[src/rtl/jtlabrun_fmbus_if.sv]
// CPU-side and FM-side signal bundle for the Labyrinth Runner YM2203 bus
// controller. The slave modport is the controller itself; the master modport
// is everything around it (CPU decoder, FM clock-enable source, both chips).
interface jtlabrun_fmbus_if;
    // CPU side
    logic       ym0_cs;
    logic       ym1_cs;
    logic       cpu_rnw;
    logic       cpu_a0;
    logic [7:0] cpu_dout;
    logic       waitn;
    logic [7:0] ym_dout;
    // FM side
    logic       cen_fm;
    logic [1:0] fm_cs_n;
    logic       fm_wr_n;
    logic       fm_addr;
    logic [7:0] fm_din;
    logic [7:0] fm0_dout;
    logic [7:0] fm1_dout;
    logic [1:0] fm_busy;

    modport slave (
        input  ym0_cs, ym1_cs, cpu_rnw, cpu_a0, cpu_dout,
        input  cen_fm, fm0_dout, fm1_dout,
        output waitn, ym_dout,
        output fm_cs_n, fm_wr_n, fm_addr, fm_din, fm_busy
    );

    modport master (
        output ym0_cs, ym1_cs, cpu_rnw, cpu_a0, cpu_dout,
        output cen_fm, fm0_dout, fm1_dout,
        input  waitn, ym_dout,
        input  fm_cs_n, fm_wr_n, fm_addr, fm_din, fm_busy
    );
endinterface

[src/rtl/jtlabrun_fmbus.sv]
// Serialises main-CPU accesses onto the two YM2203 chips. The CPU is stalled
// via waitn while the access waits for the chip's write-recovery interval and
// then runs one full cen_fm period of chip select / write strobe. Read data is
// captured on the strobe release edge and held for the CPU din mux.
module jtlabrun_fmbus #(
    parameter int ADDR_BUSY = 2,
    parameter int DATA_BUSY = 17,
    parameter int CW        = 5
) (
    input  logic              clk,
    input  logic              rst,
    jtlabrun_fmbus_if.slave   bus
);
    typedef enum logic [2:0] {
        ST_IDLE,
        ST_BUSYW,
        ST_SETUP,
        ST_STROBE,
        ST_DONE
    } state_t;

    localparam logic [CW-1:0] ADDR_LOAD = CW'(ADDR_BUSY);
    localparam logic [CW-1:0] DATA_LOAD = CW'(DATA_BUSY);

    state_t        state_q, state_d;
    logic          sel_q, sel_d;        // 0 = chip 0, 1 = chip 1
    logic          a0_q, a0_d;
    logic          rnw_q, rnw_d;
    logic [7:0]    wdata_q, wdata_d;
    logic [1:0]    cs_n_q, cs_n_d;
    logic          wr_n_q, wr_n_d;
    logic          addr_q, addr_d;
    logic [7:0]    din_q, din_d;
    logic [7:0]    rdata_q, rdata_d;
    logic          load_en;
    logic [CW-1:0] load_val;
    logic [1:0]    busy;
    logic          cs_any;

    assign cs_any = bus.ym0_cs | bus.ym1_cs;

    // Next-state and output decisions; losing the select anywhere before DONE
    // abandons the access and releases the strobes on the following edge.
    always_comb begin
        state_d  = state_q;
        sel_d    = sel_q;
        a0_d     = a0_q;
        rnw_d    = rnw_q;
        wdata_d  = wdata_q;
        cs_n_d   = cs_n_q;
        wr_n_d   = wr_n_q;
        addr_d   = addr_q;
        din_d    = din_q;
        rdata_d  = rdata_q;
        load_en  = 1'b0;
        load_val = ADDR_LOAD;
        case (state_q)
            ST_IDLE: begin
                if (cs_any) begin
                    sel_d   = ~bus.ym0_cs;      // chip 0 wins a double select
                    a0_d    = bus.cpu_a0;
                    rnw_d   = bus.cpu_rnw;
                    wdata_d = bus.cpu_dout;
                    state_d = ST_BUSYW;
                end
            end
            ST_BUSYW: begin
                if (!cs_any) begin
                    cs_n_d  = 2'b11;
                    wr_n_d  = 1'b1;
                    state_d = ST_IDLE;
                end else if (!busy[sel_q]) begin
                    state_d = ST_SETUP;
                end
            end
            ST_SETUP: begin
                if (!cs_any) begin
                    cs_n_d  = 2'b11;
                    wr_n_d  = 1'b1;
                    state_d = ST_IDLE;
                end else if (bus.cen_fm) begin
                    cs_n_d  = sel_q ? 2'b01 : 2'b10;
                    wr_n_d  = rnw_q;
                    addr_d  = a0_q;
                    din_d   = wdata_q;
                    state_d = ST_STROBE;
                end
            end
            ST_STROBE: begin
                if (!cs_any) begin
                    cs_n_d  = 2'b11;
                    wr_n_d  = 1'b1;
                    state_d = ST_IDLE;
                end else if (bus.cen_fm) begin
                    cs_n_d  = 2'b11;
                    wr_n_d  = 1'b1;
                    if (rnw_q) begin
                        rdata_d = sel_q ? bus.fm1_dout : bus.fm0_dout;
                    end else begin
                        load_en  = 1'b1;
                        load_val = a0_q ? DATA_LOAD : ADDR_LOAD;
                    end
                    state_d = ST_DONE;
                end
            end
            ST_DONE: begin
                if (!cs_any) begin
                    state_d = ST_IDLE;
                end
            end
            default: state_d = ST_IDLE;
        endcase
    end

    // State, latched access and FM bus output registers.
    always_ff @(posedge clk or posedge rst) begin
        if (rst) begin
            state_q <= ST_IDLE;
            sel_q   <= 1'b0;
            a0_q    <= 1'b0;
            rnw_q   <= 1'b1;
            wdata_q <= 8'h00;
            cs_n_q  <= 2'b11;
            wr_n_q  <= 1'b1;
            addr_q  <= 1'b0;
            din_q   <= 8'h00;
            rdata_q <= 8'hff;
        end else begin
            state_q <= state_d;
            sel_q   <= sel_d;
            a0_q    <= a0_d;
            rnw_q   <= rnw_d;
            wdata_q <= wdata_d;
            cs_n_q  <= cs_n_d;
            wr_n_q  <= wr_n_d;
            addr_q  <= addr_d;
            din_q   <= din_d;
            rdata_q <= rdata_d;
        end
    end

    // One write-recovery counter per chip; a fresh load beats the decrement.
    for (genvar gi = 0; gi < 2; gi++) begin : g_busy
        logic [CW-1:0] cnt_q, cnt_d;

        // Load on a completed write to this chip, else count cen_fm down to 0.
        always_comb begin
            cnt_d = cnt_q;
            if (load_en && (sel_q == 1'(gi))) begin
                cnt_d = load_val;
            end else if (bus.cen_fm && (cnt_q != '0)) begin
                cnt_d = cnt_q - CW'(1);
            end
        end

        // Counter register, cleared by reset.
        always_ff @(posedge clk or posedge rst) begin
            if (rst) begin
                cnt_q <= '0;
            end else begin
                cnt_q <= cnt_d;
            end
        end

        assign busy[gi] = (cnt_q != '0);
    end

    assign bus.fm_busy = busy;
    assign bus.fm_cs_n = cs_n_q;
    assign bus.fm_wr_n = wr_n_q;
    assign bus.fm_addr = addr_q;
    assign bus.fm_din  = din_q;
    assign bus.ym_dout = rdata_q;
    // The CPU runs freely during reset and whenever it is not addressing the FM
    // chips; an access holds it until the chip transfer has finished.
    assign bus.waitn   = rst | ~cs_any | (state_q == ST_DONE);
endmodule

[src/flat_wrapper.sv]
// flat-port wrapper written by rule: the top's interface ports become plain ports
module jtlabrun_fmbus_flat 
#(
    parameter int ADDR_BUSY = 2,
    parameter int DATA_BUSY = 17,
    parameter int CW        = 5
)
  (clk, rst, bus_ym0_cs, bus_ym1_cs, bus_cpu_rnw, bus_cpu_a0, bus_cpu_dout, bus_cen_fm, bus_fm0_dout, bus_fm1_dout, bus_waitn, bus_ym_dout, bus_fm_cs_n, bus_fm_wr_n, bus_fm_addr, bus_fm_din, bus_fm_busy);
  jtlabrun_fmbus_if bus_i ();
  input  logic clk;
  input  logic rst;
  input wire logic [$bits(bus_i.ym0_cs)-1:0] bus_ym0_cs;
  input wire logic [$bits(bus_i.ym1_cs)-1:0] bus_ym1_cs;
  input wire logic [$bits(bus_i.cpu_rnw)-1:0] bus_cpu_rnw;
  input wire logic [$bits(bus_i.cpu_a0)-1:0] bus_cpu_a0;
  input wire logic [$bits(bus_i.cpu_dout)-1:0] bus_cpu_dout;
  input wire logic [$bits(bus_i.cen_fm)-1:0] bus_cen_fm;
  input wire logic [$bits(bus_i.fm0_dout)-1:0] bus_fm0_dout;
  input wire logic [$bits(bus_i.fm1_dout)-1:0] bus_fm1_dout;
  output wire logic [$bits(bus_i.waitn)-1:0] bus_waitn;
  output wire logic [$bits(bus_i.ym_dout)-1:0] bus_ym_dout;
  output wire logic [$bits(bus_i.fm_cs_n)-1:0] bus_fm_cs_n;
  output wire logic [$bits(bus_i.fm_wr_n)-1:0] bus_fm_wr_n;
  output wire logic [$bits(bus_i.fm_addr)-1:0] bus_fm_addr;
  output wire logic [$bits(bus_i.fm_din)-1:0] bus_fm_din;
  output wire logic [$bits(bus_i.fm_busy)-1:0] bus_fm_busy;
  assign bus_i.ym0_cs = bus_ym0_cs;
  assign bus_i.ym1_cs = bus_ym1_cs;
  assign bus_i.cpu_rnw = bus_cpu_rnw;
  assign bus_i.cpu_a0 = bus_cpu_a0;
  assign bus_i.cpu_dout = bus_cpu_dout;
  assign bus_i.cen_fm = bus_cen_fm;
  assign bus_i.fm0_dout = bus_fm0_dout;
  assign bus_i.fm1_dout = bus_fm1_dout;
  assign bus_waitn = bus_i.waitn;
  assign bus_ym_dout = bus_i.ym_dout;
  assign bus_fm_cs_n = bus_i.fm_cs_n;
  assign bus_fm_wr_n = bus_i.fm_wr_n;
  assign bus_fm_addr = bus_i.fm_addr;
  assign bus_fm_din = bus_i.fm_din;
  assign bus_fm_busy = bus_i.fm_busy;
  jtlabrun_fmbus #(.ADDR_BUSY(ADDR_BUSY), .DATA_BUSY(DATA_BUSY), .CW(CW)) u_core (.clk(clk), .rst(rst), .bus(bus_i));
endmodule
[config.mk]
export PLATFORM = sky130hd
export DESIGN_NAME = jtlabrun_fmbus_flat
export DESIGN_NICKNAME = d
export VERILOG_FILES = /design/src/rtl/jtlabrun_fmbus_if.sv /design/src/rtl/jtlabrun_fmbus.sv /design/src/flat_wrapper.sv
export SDC_FILE = /design/constraint.sdc
export NUM_CORES = 1
export LEC_CHECK = 0
export CAP_MARGIN = 20
export CORE_MARGIN = 2
export CORE_UTILIZATION = 49
export CTS_CLUSTER_DIAMETER = 30
export DETAILED_ROUTE_END_ITERATION = 10
export PLACE_DENSITY = 0.92
export SETUP_SLACK_MARGIN = 0.15
export SLEW_MARGIN = 40
export SYNTH_ARGS = -nofsm -noshare
export SYNTH_HDL_FRONTEND = slang
export SYNTH_SLANG_ARGS = --single-unit
[constraint.sdc]
create_clock -name clk -period 1.9 [get_ports clk]
set_input_delay 0.285 -clock clk [delete_from_list [all_inputs] [get_ports clk]]
set_output_delay 0.285 -clock clk [all_outputs]
set_load 0.1 [all_outputs]
==> results by group, run 1 <==
GRT
  • Grt total ovfl: 0
  • Initial antenna violation count: 0
  • Largest net degree at the start of global routing: 45
  • First-pass GRT wire length: 8320 µm
  • GRT Util Overall: 21.7%
  • Vias in the first global route: 1,832

Finish
  • Layout cells sized above 1: 49.4%
  • Layout area overhead: 49.2%
  • Area of the multi-input gates: 1000 µm²
  • Net count reported at finish: 279
  • FILL cells: 292
  • Most frequent cells in the layout: 32 x dfrtp_1, 29 x buf_4, 28 x mux2_2, 28 x clkdlybuf4s50_1, 15 x buf_12
  • Non-Filler Instances: 299
  • Commonest non-fill, non-tap cell in the layout: dfrtp_1
  • Register area: 1120 µm²
  • Antenna diodes: 0

Timing
  • Setup-failing EPs final: 0
  • Final min period: 1.85 ns
  • Relative slew slack: 64.0%
  • Worst slew pin tran: 0.539 ns
  • Max Fclk: 542 MHz
  • Unrepaired setup endpoints after global routing: true
  • Max Slew Vio Count: 0
  • Period utilisation layout: 97.2%
  • Final setup margin: 0.0540 ns
  • Max Clock Skew: 0.00791 ns
  • Final Hold Viols: 0

Pwr
  • Leak pwr: 1.40 nW
  • Worst IR drop on VDD: 0.00135 V
  • Pwr dens: 1920 nW/µm²
  • Total Power: 6.11 mW

Run status
  • Run status: finished, final reports clean

Yosys
  • Mapped cell area: 2140 µm²
  • Synth Instances: 171
  • Sequential cell area fraction in the yosys report: 52.2%
  • Netlist cell types: 42
  • Post-Syn Nets: 204
  • Flops & latches, synth: 44
  • Number of synthesis warnings: 0
  • Mapped Avg Cell Area: 12.5 µm²

Min path
  • Hold Crit Class: in -> reg
  • Hold path depth: 3
  • Worst Hold Launch: bus_ym1_cs
  • Hold EP: u_core.sel_q$_DFFE_PP0P_

Critical path
  • Reg2reg start: u_core.g_busy[1].cnt_q[0]$_DFFE_PP0P_
  • Type of destination of the critical path: output pin
  • Flop2flop setup slack: 0.14 ns
  • Critical R2R Capture: u_core.state_q[1]$_DFFE_PP0P_
  • Crit Path Max Fanout: 3
  • Startpoint type of the worst setup path: register
  • Reg2Reg Depth: 8
  • CP required: 1.62 ns
  • Crit path DAT: 1.56 ns
  • CP Class: reg -> out

Clock tree
  • CTS tree: yes
  • Num Clock Sinks: 44
  • Clk_lat worst skew: 0.30 ns
  • Htree depth: 2
  • Num CTS Buffers: 5
  • Max Buffers Root-to-Sink: 2
  • Root buffer cell: clkbuf_8
  • Worst-path clk slew: 0.09 ns
  • Post-CTS Hold Fix Bufs: 0

Floorplanning
  • Die area: 4910 µm²
  • Core area: 4260 µm²
  • Die height: 70.1 µm
  • I/O pin count: 54
  • Rows: 24
  • Starting density of the core: 50.1%
  • Die Span X: 70.1 µm

Route
  • DR vias/cell: 5.64
  • Highest routed layer: met4
  • DRC viols: 0
  • Via count: 1,685
  • Met1 WL: 1860 µm
  • Antenna viol nets, final: 0
  • WL final: 5040 µm
  • Routed wire length per instance: 16.9 µm
  • Met2 Wirelength: 2820 µm
  • Met3 routed wirelength: 272 µm
  • Drt first pass iters: 4
  • DR iter-0 viols: 110

Placed design
  • DP HPWL: 3550 µm
  • I/O Buffers: 53
  • Cells after DPL: 278
  • Post-placement setup slack: -0.107 ns
  • GPL Wtd Cong: 0.877

Flow run
  • Max-cap violations: 0
==> repair_timing <==
item	4_1_cts	5_1_grt
buffers inserted	7	6
resized for setup	1	6
setup endpoints to repair	3	7
endpoints found under the hold margin	0	0
pin swaps	0	3
==> how the worst max path moves through the flow <==
stage,startpoint,endpoint,depth (start not counted)
final,u_core.g_busy[0].cnt_q[0]$_DFFE_PP0P_,bus_fm_busy[0],5
after global routing,u_core.g_busy[0].cnt_q[0]$_DFFE_PP0P_,bus_fm_busy[0],5
after CTS,u_core.g_busy[1].cnt_q[0]$_DFFE_PP0P_,bus_fm_busy[1],5
after detailed placement,bus_cen_fm,u_core.g_busy[0].cnt_q[3]$_DFFE_PP0P_,5
after global placement,bus_cen_fm,u_core.bus.fm_din[3]$_DFFE_PP0P_,4
after floorplan,u_core.g_busy[1].cnt_q[0]$_DFFE_PP0P_,u_core.g_busy[1].cnt_q[1]$_DFFE_PP0P_,6
==> state kept, by name, summed over array words and instances, names as in the netlist <==
signal	cells
u_core.bus.fm_cs_n	2
u_core.bus.fm_addr	1
u_core.bus.fm_wr_n	1
u_core.state_q	3
u_core.bus.fm_din	8
u_core.g_busy.cnt_q	10
u_core.a0_q	1
u_core.bus.ym_dout	8
u_core.rnw_q	1
u_core.wdata_q	8
u_core.sel_q	1
==> final cells by class <==
type	count	share of cell area [%]
clock inverter	3	1.33
timing repair buffer	76	26.5
multi-input combinational	109	31.4
sequential	44	35.0
clock buffer	5	2.16
tap	52	2.04
inverter	10	1.53
==> critical path, cell delays in order, from the launching register on <==
cell and delay [ns]:
dfrtp_1 0.41, inv_2 0.08, ha_4 0.13, nor4b_4 0.26
clkinvlp_4 0.19, buf_12 0.19
==> routing by layer <==
metal / GRT usage [%] / vias to the layer above
met3: 5.63 / 10
li1: - / 775
met5: 0 / -
met2: 39.2 / 60
met4: 7.91 / 0
met1: 24.6 / 840
==> synth_stat cells <==
cell type,count,share of area [%]
clkbuf_2,1,0.23
nor3_1,2,0.47
and4b_1,1,0.47
nor4_1,2,0.59
buf_2,3,0.70
nor2b_1,1,0.29
or4_4,1,0.53
clkbuf_1,1,0.18
a211oi_1,1,0.35
o31ai_1,2,0.70
mux2_2,28,15
nand2_2,1,0.29
nand3_1,5,1.2
and3_1,3,0.88
inv_1,10,1.8
or4b_1,2,0.94
o21bai_1,1,0.35
and4_1,1,0.41
buf_4,1,0.35
o32a_1,3,1.4
a31o_2,1,0.41
or3_1,4,1.2
mux2i_1,1,0.47
nand2_1,6,1.1
nor3b_1,1,0.35
buf_6,2,1.1
or2b_1,1,0.35
dfstp_2,12,15
nor2_1,4,0.70
dfrtp_1,32,37
a311oi_1,1,0.41
nand4b_1,3,1.2
nor4b_2,2,1.4
ha_1,2,1.2
mux2_4,7,4.9
a21oi_1,6,1.4
or2_2,2,0.59
o311ai_0,2,0.82
o21ai_0,6,1.4
xnor2_1,1,0.41
a31oi_1,3,0.88
xor2_1,2,0.82
==> cells by family after synthesis <==
group	after synthesis	synth area share, %
AND/OR/NAND/NOR	42	12.9
XOR/XNOR	3	1.23
adder cells (fa/ha/maj)	2	1.17
flip-flops	44	52.2
AO/OA/AOI/OAI	26	8.13
multiplexers	36	20.1
buffers and inverters	18	4.27
==> per-stage QoR <==
step | hold WS (ns) | util (%) | cell area [µm²] | setup TNS [ns]
floorplan | 0.293 | - | 2210 | 0
global placement | 0.485 | 69.4 | 2960 | -0.619
detailed placement | 0.500 | 69.4 | 2960 | -0.956
CTS | 0.520 | 73.3 | 3130 | 0
global route | 0.405 | 74.8 | 3190 | 0
finish | 0.402 | 74.8 | 3190 | 0
==> report_power, final <==
| group | total, mW | leakage, nW | switching [mW] | internal [mW] |
|---|---|---|---|---|
| sequential | 1.90 | 0.522 | 0.462 | 1.44 |
| clock | 0.718 | 0.0541 | 0.329 | 0.389 |
| combinational | 3.50 | 0.823 | 2.05 | 1.45 |
Power figures use the tool's default switching activity.
==> inputs of run 2 (changes only) <==
Settings changed: CTS_CLUSTER_SIZE set to 16.
==> results of run 2 <==
Final layout, timing and power as in run 1 (identical DEF).
